$ cat src/rtl/cdc_handshake_tx_pkg.sv
// -----------------------------------------------------------------------------
// cdc_handshake_tx_pkg
// Shared definitions for the transmit end of the 4-phase req/ack CDC handshake:
//   - state_e          : FSM state encoding (2 bits)
//   - SYNC_STAGES_MIN  : smallest allowed synchroniser depth
//   - cnt_width()      : width of a counter able to hold 0..max_val
// -----------------------------------------------------------------------------
package cdc_handshake_tx_pkg;

  typedef enum logic [1:0] {
    IDLE     = 2'b00,
    REQ_WAIT = 2'b01,
    ACK_WAIT = 2'b10
  } state_e;

  localparam int SYNC_STAGES_MIN = 2;

  function automatic int cnt_width(input int max_val);
    return ($clog2(max_val + 1) < 1) ? 1 : $clog2(max_val + 1);
  endfunction

endpackage

$ cat src/rtl/sync_chain.sv
// -----------------------------------------------------------------------------
// sync_chain
// N-stage single-bit synchroniser, every flop asynchronously cleared to 0.
// Depths below SYNC_STAGES_MIN are raised to that minimum.
// Ports:
//   clk    : destination-domain clock
//   resetn : asynchronous active-low reset
//   d      : asynchronous input bit
//   q      : synchronised output, STAGES cycles after d
// -----------------------------------------------------------------------------
module sync_chain
  import cdc_handshake_tx_pkg::*;
#(
  parameter int STAGES = 2
) (
  input  logic clk,
  input  logic resetn,
  input  logic d,
  output logic q
);

  localparam int N = (STAGES < SYNC_STAGES_MIN) ? SYNC_STAGES_MIN : STAGES;

  logic [N-1:0] ff;

  // NOTE: sequential state uses non-blocking assignments so every flop in the
  // chain samples the value its neighbour held before this edge.
  always_ff @(posedge clk or negedge resetn) begin
    if (!resetn) ff <= '0;
    else         ff <= {ff[N-2:0], d};
  end

  assign q = ff[N-1];

endmodule

$ cat src/rtl/cdc_handshake_tx.sv
// -----------------------------------------------------------------------------
// cdc_handshake_tx
// Source (transmit) end of a 4-phase req/ack clock-domain-crossing handshake.
// A word accepted on the valid/ready side is held on tx_data while tx_req is a
// level request; the far-domain tx_ack is synchronised before use.
//
// Optional feature: define CDC_TX_TIMEOUT_EN to abort a request that is not
// acknowledged within TIMEOUT_CYCLES cycles (tx_err pulses, no tx_done).
//
// Ports:
//   clk     : source-domain clock
//   resetn  : asynchronous active-low reset
//   s_valid : upstream word valid
//   s_ready : block can accept a word this cycle
//   s_data  : upstream word
//   tx_req  : level request to far domain (flop output)
//   tx_data : registered word, stable while tx_req=1 and during ACK_WAIT
//   tx_ack  : asynchronous acknowledge from far domain
//   tx_done : one-cycle pulse when a transfer completes
//   tx_err  : one-cycle pulse on timeout abort (0 without the feature)
// -----------------------------------------------------------------------------
module cdc_handshake_tx
  import cdc_handshake_tx_pkg::*;
#(
  parameter int DATA_WIDTH     = 8,
  parameter int SYNC_STAGES    = 2,
  parameter int TIMEOUT_CYCLES = 1024
) (
  input  logic                  clk,
  input  logic                  resetn,
  input  logic                  s_valid,
  output logic                  s_ready,
  input  logic [DATA_WIDTH-1:0] s_data,
  output logic                  tx_req,
  output logic [DATA_WIDTH-1:0] tx_data,
  input  logic                  tx_ack,
  output logic                  tx_done,
  output logic                  tx_err
);

  state_e state;
  logic   ack_s;
  logic   accept;
  logic   timeout;
  logic   aborted;

  // tx_ack goes nowhere except into this chain.
  sync_chain #(.STAGES(SYNC_STAGES)) u_ack_sync (
    .clk    (clk),
    .resetn (resetn),
    .d      (tx_ack),
    .q      (ack_s)
  );

  // A stale acknowledge (far side still high) holds off the next transfer.
  assign s_ready = (state == IDLE) && !ack_s;
  assign accept  = s_valid && s_ready;

`ifdef CDC_TX_TIMEOUT_EN
  localparam int CW = cnt_width(TIMEOUT_CYCLES);

  logic [CW-1:0] wait_cnt;

  // The counter holds the number of REQ_WAIT cycles already spent; the abort
  // fires on the edge where it would reach TIMEOUT_CYCLES.
  assign timeout = (wait_cnt == CW'(TIMEOUT_CYCLES - 1));

  always_ff @(posedge clk or negedge resetn) begin
    if (!resetn) begin
      wait_cnt <= '0;
      aborted  <= 1'b0;
      tx_err   <= 1'b0;
    end else begin
      tx_err <= 1'b0;
      if (accept) begin
        wait_cnt <= '0;
        aborted  <= 1'b0;
      end else if (state == REQ_WAIT && !ack_s) begin
        if (timeout) begin
          tx_err  <= 1'b1;
          aborted <= 1'b1;
        end else begin
          wait_cnt <= wait_cnt + 1'b1;
        end
      end
    end
  end
`else
  logic unused_timeout_cfg;

  assign timeout            = 1'b0;
  assign aborted            = 1'b0;
  assign tx_err             = 1'b0;
  assign unused_timeout_cfg = (TIMEOUT_CYCLES > 0);
`endif

  always_ff @(posedge clk or negedge resetn) begin
    if (!resetn) begin
      state   <= IDLE;
      tx_req  <= 1'b0;
      tx_data <= '0;
      tx_done <= 1'b0;
    end else begin
      tx_done <= 1'b0;
      case (state)
        IDLE: begin
          if (accept) begin
            tx_data <= s_data;
            tx_req  <= 1'b1;
            state   <= REQ_WAIT;
          end
        end
        // A falling ack_s here without a prior rise is simply not acted upon.
        REQ_WAIT: begin
          if (ack_s || timeout) begin
            tx_req <= 1'b0;
            state  <= ACK_WAIT;
          end
        end
        ACK_WAIT: begin
          if (!ack_s) begin
            tx_done <= !aborted;
            state   <= IDLE;
          end
        end
        default: state <= IDLE;
      endcase
    end
  end

endmodule

$ cat config.mk
export PLATFORM = sky130hd
export DESIGN_NAME = cdc_handshake_tx
export DESIGN_NICKNAME = d
export VERILOG_FILES = /design/src/rtl/cdc_handshake_tx_pkg.sv /design/src/rtl/sync_chain.sv /design/src/rtl/cdc_handshake_tx.sv
export SDC_FILE = /design/constraint.sdc
export NUM_CORES = 1
export LEC_CHECK = 0
export CAP_MARGIN = 10
export CORE_AREA = 3 3 40 42
export DETAILED_ROUTE_END_ITERATION = 7
export DIE_AREA = 0 0 43 45
export PLACE_DENSITY_LB_ADDON = 0.08
export SYNTH_ARGS = -nofsm -noshare
export SYNTH_HDL_FRONTEND = slang
export SYNTH_SLANG_ARGS = --single-unit
export TNS_END_PERCENT = 100
$ cat constraint.sdc
create_clock -name clk -period 3 [get_ports clk]
set_input_delay 0.75 -clock clk [delete_from_list [all_inputs] [get_ports clk]]
set_output_delay 0.75 -clock clk [all_outputs]
set_load 0.005 [all_outputs]
# Word-level counts from Yosys, hierarchy flattened
# Index checks and enable logic that the tools add are counted.
word_totals:
  reg_bits: 14
  in_bits: 12
  elab_cells: 27
op_classes:
  n_eq_ne: 5
  muxes: 9
  n_reduce_logical: 8
op_table:
  columns: ["operator", "n"]
  rows:
  - ["$mux W2", 3]
  - ["$pmux W2 S3", 1]
  - ["$reduce_and A3 Y1", 2]
  - ["$mux W1", 4]
  - ["$ne A2 B2 Y1 const B", 2]
  - ["$eq A2 B1 Y1 const B", 1]
  - ["$eq A2 B2 Y1 const B", 1]
  - ["$logic_and A1 B1 Y1", 2]
  - ["$logic_not A2 Y1", 1]
  - ["$ne A2 B1 Y1 const B", 1]
  - ["$pmux W1 S2", 1]
  - ["$reduce_and A2 Y1", 1]
  - ["$reduce_bool A2 Y1", 1]
  - ["$logic_not A1 Y1", 1]

# Longest topological paths before layout
depth:
  ltp_word: 5
  mapped_depth: 2
  mapped_depth_nobuf: 2

# By module
# From an unflattened synthesis, not the netlist that was laid out.
unflattened:
  hier_cells: 34
  hier_area_um2: 534.3
modules_own_cells:
  columns: ["module", "instances", "cells_per_inst", "area_per_inst_um2", "seq_area_each_um2"]
  rows:
  - ["cdc_handshake_tx", 1, 32, 484.2, 300.3]
  - ["sync_chain", 1, 2, 50.0, 50.0]

# Worst setup path after synthesis
# OpenSTA, ideal clock, no wires.
synth_timing:
  path_type: "input to register"
  from: "in s_valid"
  to: "reg tx_data[0]"
  setup_time_ns: 0.125
  arrival_ns: 1.524
  t_required_ns: 2.875
  path_slack_ns: 1.351
  cell_stages: 2
  path_buffers: 0
  path_cell_list: "nor4b_4 mux2_2"
synth_between:
  elab_chain_len: 2
synth_lines:
  columns: ["element", "line_no", "source"]
  rows:
  - ["start, declared", "cdc_handshake_tx.sv:31", "input logic s_valid,"]
  - ["$logic_and A1 B1 Y1", "cdc_handshake_tx.sv:57", "assign accept = s_valid && s_ready;"]
  - ["$reduce_and A2 Y1 (no source line)", null, null]
  - ["end signal, assigned", "cdc_handshake_tx.sv:108", "tx_data <= s_data;"]
  - ["end, declared", "cdc_handshake_tx.sv:35", "output logic [DATA_WIDTH-1:0] tx_data,"]
# No other way between the ends.
# A chain may end at the register's enable or synchronous reset.

# Worst setup path in the final report
layout_timing:
  from: "reg u_ack_sync.ff[1]"
  to: "out s_ready"
layout_between:
  elab_chain_len: 2
layout_lines:
  columns: ["element", "line_no", "source"]
  rows:
  - ["start, declared", "sync_chain.sv:24", "logic [N-1:0] ff;"]
  - ["start signal, assigned", "sync_chain.sv:30", "else ff <= {ff[N-2:0], d};"]
  - ["$logic_not A1 Y1", null, null]
  - ["$logic_and A1 B1 Y1", "cdc_handshake_tx.sv:56", "assign s_ready = (state == IDLE) && !ack_s;"]
  - ["end, declared", "cdc_handshake_tx.sv:32", "output logic s_ready,"]
# No other way between the ends.

==> results <==
- The flow ran to the end, and the final reports show no timing, DRC or antenna violations.
- The leakage power is 0.3346 nW.
- 24 I/O pins were placed.
- The final global-route overflow total is 0.
- The share of final-layout standard cells stronger than drive strength 1 is 22.03%.
- The total half-perimeter wirelength after legalization and detailed placement is 739.1 um.
- The die boundary width is 43 um.
- In the final design database the tool counted 72 nets.
- The number of antenna diodes in the final layout is 0.
- The maximum VDD drop is 294.3 uV.
- Global routing used 11.50% of the available tracks.
- The kind of launch point of the worst setup path is a register.
- The sequential cells in the finished layout cover a total of 350.3 sq um.
- Setup violations remaining at the end of the flow were counted as 0.
- The required time at the endpoint of the critical path is 2250 ps.
- The setup slack after layout is 796.8 ps.
- For this block, the via count after detailed routing is 342.
- The worst-margin pin slew is 611.7 ps.
- The worst setup path is captured at a primary output.
- Summing the sequential cell areas from Yosys gives 66.19% of the chip area.
- The detail-routed net length per standard cell is 13.00 um.
- The hold violation count in the final report is 0.
- The layout has 99 filler cells.
- In this run the tightest slew margin relative to its limit is 59.09%.
- TritonCTS built the clock tree.
- In this run the most used layer during global routing was met2.
- Synthesis inferred 14 register bits.
- The maximum clock frequency is 0.4539 GHz.
- The initial antenna violation count is 0.
- In this run, placement finished with an instance count of 70.
- Wires add up to 962 um.
- The clock period minus final worst setup slack is 2203 ps.
- The average size of a mapped cell is 15.57 sq um.
- The largest stage delay on the critical path is 530 ps.
- Setup repair after global routing left no endpoint under its margin.
- After detailed routing, the number of vias per cell comes to 4.622.
- The tightest min-delay check is of the reg2reg type.
- Entering global routing, the biggest net connects 15 pins.
- After the first detailed-routing iteration, the DRC count stood at 1.
- The first global-routing pass estimated 1545 um of wire.
- The via count of the first global-routing pass is 330.
- The post-CTS repair timing setup buffer count is 0.
- The placement row count is 13.
- The number of H-tree levels is 1.
- Of the post-synthesis cell area, the dominant cell type holds 66.19%.
- Clock latency on the worst-skew pair, taken at its later pin, is 270 ps.
- The area growth from synthesis to layout is 50.59%.
- The data arrival time at the worst-slack endpoint is 1450 ps.
- The start-to-end type of the worst setup path is reg2out.
- Clock-pin slew was measured on the worst setup and hold paths at 70 ps.
- The tree is rooted in a sky130_fd_sc_hd__clkbuf_4.
- The final clock skew is 0.7679 ps.
- The internal power of the cells totals 0.0003876 W.
- Global routing consumed, on the met1 layer, 12.89% of the routing resources.
- The number of buffers inserted by port buffering is 22.
- The total area of multi-input combinational cells is 171.4 sq um.
- The starting density of the core is 41.19%.
- The master of the slowest instance on the critical path is sky130_fd_sc_hd__clkdlybuf4s50_1.
- The length of the first detailed-routing pass in iterations is 2.
- Traced cell by cell, the critical path runs through nor3_1 -> clkdlybuf4s50_1.
- Adding up every negative setup slack in the final design gives 0 ps.
- The count of non-filler cells in the finished layout is 74.
- Net switching is 21.85% of the power.
- The largest total area in the synthesized netlist belongs to sky130_fd_sc_hd__dfrtp_1.
- After detailed routing, the number of remaining DRC violations is 0.
- The worst slack after detailed placement is 704.2 ps.
- During synthesis, Yosys emitted a total of 0 warnings.
- For this run, global-route usage on met3 was measured as 3.586%.
- The region available for standard cell placement spans 0.001285 sq mm.
- Post-CTS repair changed the size of 0 cells.
- The analysis attributes to net switching a power of 0.0001084 W.
- The count of hold buffers inserted by post-cts repair is 0.
- Counting the buffers created by CTS gives 3.
- The die outline area is 0.001935 sq mm.
- The relative contribution of combinational cells to total power is 25.5%.
- Global routing consumed, on the met2 layer, 18.26% of the routing resources.
- The number of pins exceeding their max-slew limit in the final report is 0.
- Counting distinct cell types in the post-synthesis netlist gives 11.
- The maximum buffer depth of the clock tree is 2.
- Of all nets on the critical path, the largest fanout is 6.
- The cell count after synthesis came out at 34.
- Registers are responsible for 49.0% of the overall power.
- Per report_power, the clock group accounts for 25.5% of the total.
- The tree built by TritonCTS fans out to 14 sinks.
- The height of the die is 45 um.
- Sorting the synthesized cells by area gives the leading types as sky130_fd_sc_hd__dfrtp_1 66%, sky130_fd_sc_hd__mux2_2 17%, sky130_fd_sc_hd__nor4b_4 4.5%.
- The cell area power density is 622.2 mW/mm^2.
- Across the run, the number of max-cap violations was 0.
- The number of nets in the synthesized netlist is 46.
- Of the available clock period, the critical path in the final layout requires 73.44%.
- The placer's final routability congestion estimate is 0.7307.
- The detail route stage leaves a number of antenna-violating nets equal to 0.
- The cell area after synthesis is 529.3 sq um.
[cell usage after synthesis (all sizes together)]
cell / instances
nor3: 2
and2b: 1
nor2: 2
buf: 1
nor4b: 1
nand2b: 2
a21boi: 1
conb: 1
dfrtp: 14
mux2: 8
a211o: 1
[metal layers]
| metal | part of all wire (%) | vias to the layer above |
|---|---|---|
| met1 | 40 | 161 |
| met2 | 52 | 16 |
| li1 | - | 165 |
| met5 | 0 | - |
| met3 | 8.5 | 0 |
| met4 | 0 | 0 |
[layout by cell type (no fill, tap or decap), drive strengths merged]
cell            n
mux2            8
dfrtp          14
a211o           1
nor2            2
nor4b           1
a21boi          1
clkdlybuf4s50  22
nor3            2
and2b           1
clkbuf          4
nand2b          2
conb            1
[power groups by stage]
stage               Sequential (W)  Combinational [W]  Clock (W)
floorplan                 0.000247          0.0000387          0
global placement          0.000244           0.000124          0
detailed placement        0.000248           0.000128          0
CTS                       0.000244           0.000129   0.000135
global route              0.000247           0.000135   0.000144
finish                    0.000243           0.000126   0.000127
[metrics by stage]
step / cell area (sq um) / total power (W) / hold WS [ps] / utilization, %
after CTS: 797.0 / 0.0005067 / 362.9 / 62.03
after floorplan: 529.3 / 0.0002861 / 331.2 / -
after detailed placement: 760.7 / 0.0003753 / 344.9 / 59.20
final: 797.0 / 0.0004959 / 362.3 / 62.03
after global placement: 760.7 / 0.0003682 / 331.9 / 59.20
after global routing: 797.0 / 0.0005260 / 380.0 / 62.03
[worst paths after layout]
path / from / slack (ps) / cells after the start / end
worst min-delay path: u_ack_sync.ff[0] / 360 / 0 / u_ack_sync.ff[1]
max in group asynchronous: resetn / 1740 / 1 / u_ack_sync.ff[0]
worst max register to register: u_ack_sync.ff[1] / 1420 / 2 / tx_data[4]
min in group asynchronous: resetn / 860 / 1 / state[0]
worst min register to register: u_ack_sync.ff[0] / 360 / 0 / u_ack_sync.ff[1]
worst max-delay path: u_ack_sync.ff[1] / 800 / 2 / s_ready
[worst max-delay path: cells and delay by family, from the launching register on]
family,cells,cell delay (ps)
buf+inv,1,530
flops,1,450
simple gates,1,210
[area by class of cell]
type                       instances  share of cell area [%]
sequential                        14                   43.96
timing repair buffer              22                   27.63
multi-input combinational         19                   21.51
clock buffer                       4                   4.553
tap                               15                   2.355
[cells by family after synthesis]
group | count (synthesis) | synth area share (%)
DFF | 14 | 66.19
AOI/OAI and AO/OA | 2 | 3.074
and+or+nand+nor | 8 | 11.58
muxes | 8 | 17.02
buffers and inverters | 1 | 1.419
other | 1 | 0.7085
[state kept, by name, indices dropped and copies added (netlist names)]
signal         flops
tx_data            8
tx_req             1
u_ack_sync.ff      2
tx_done            1
state              2
Note: power is estimated with default switching activity, not from simulation.
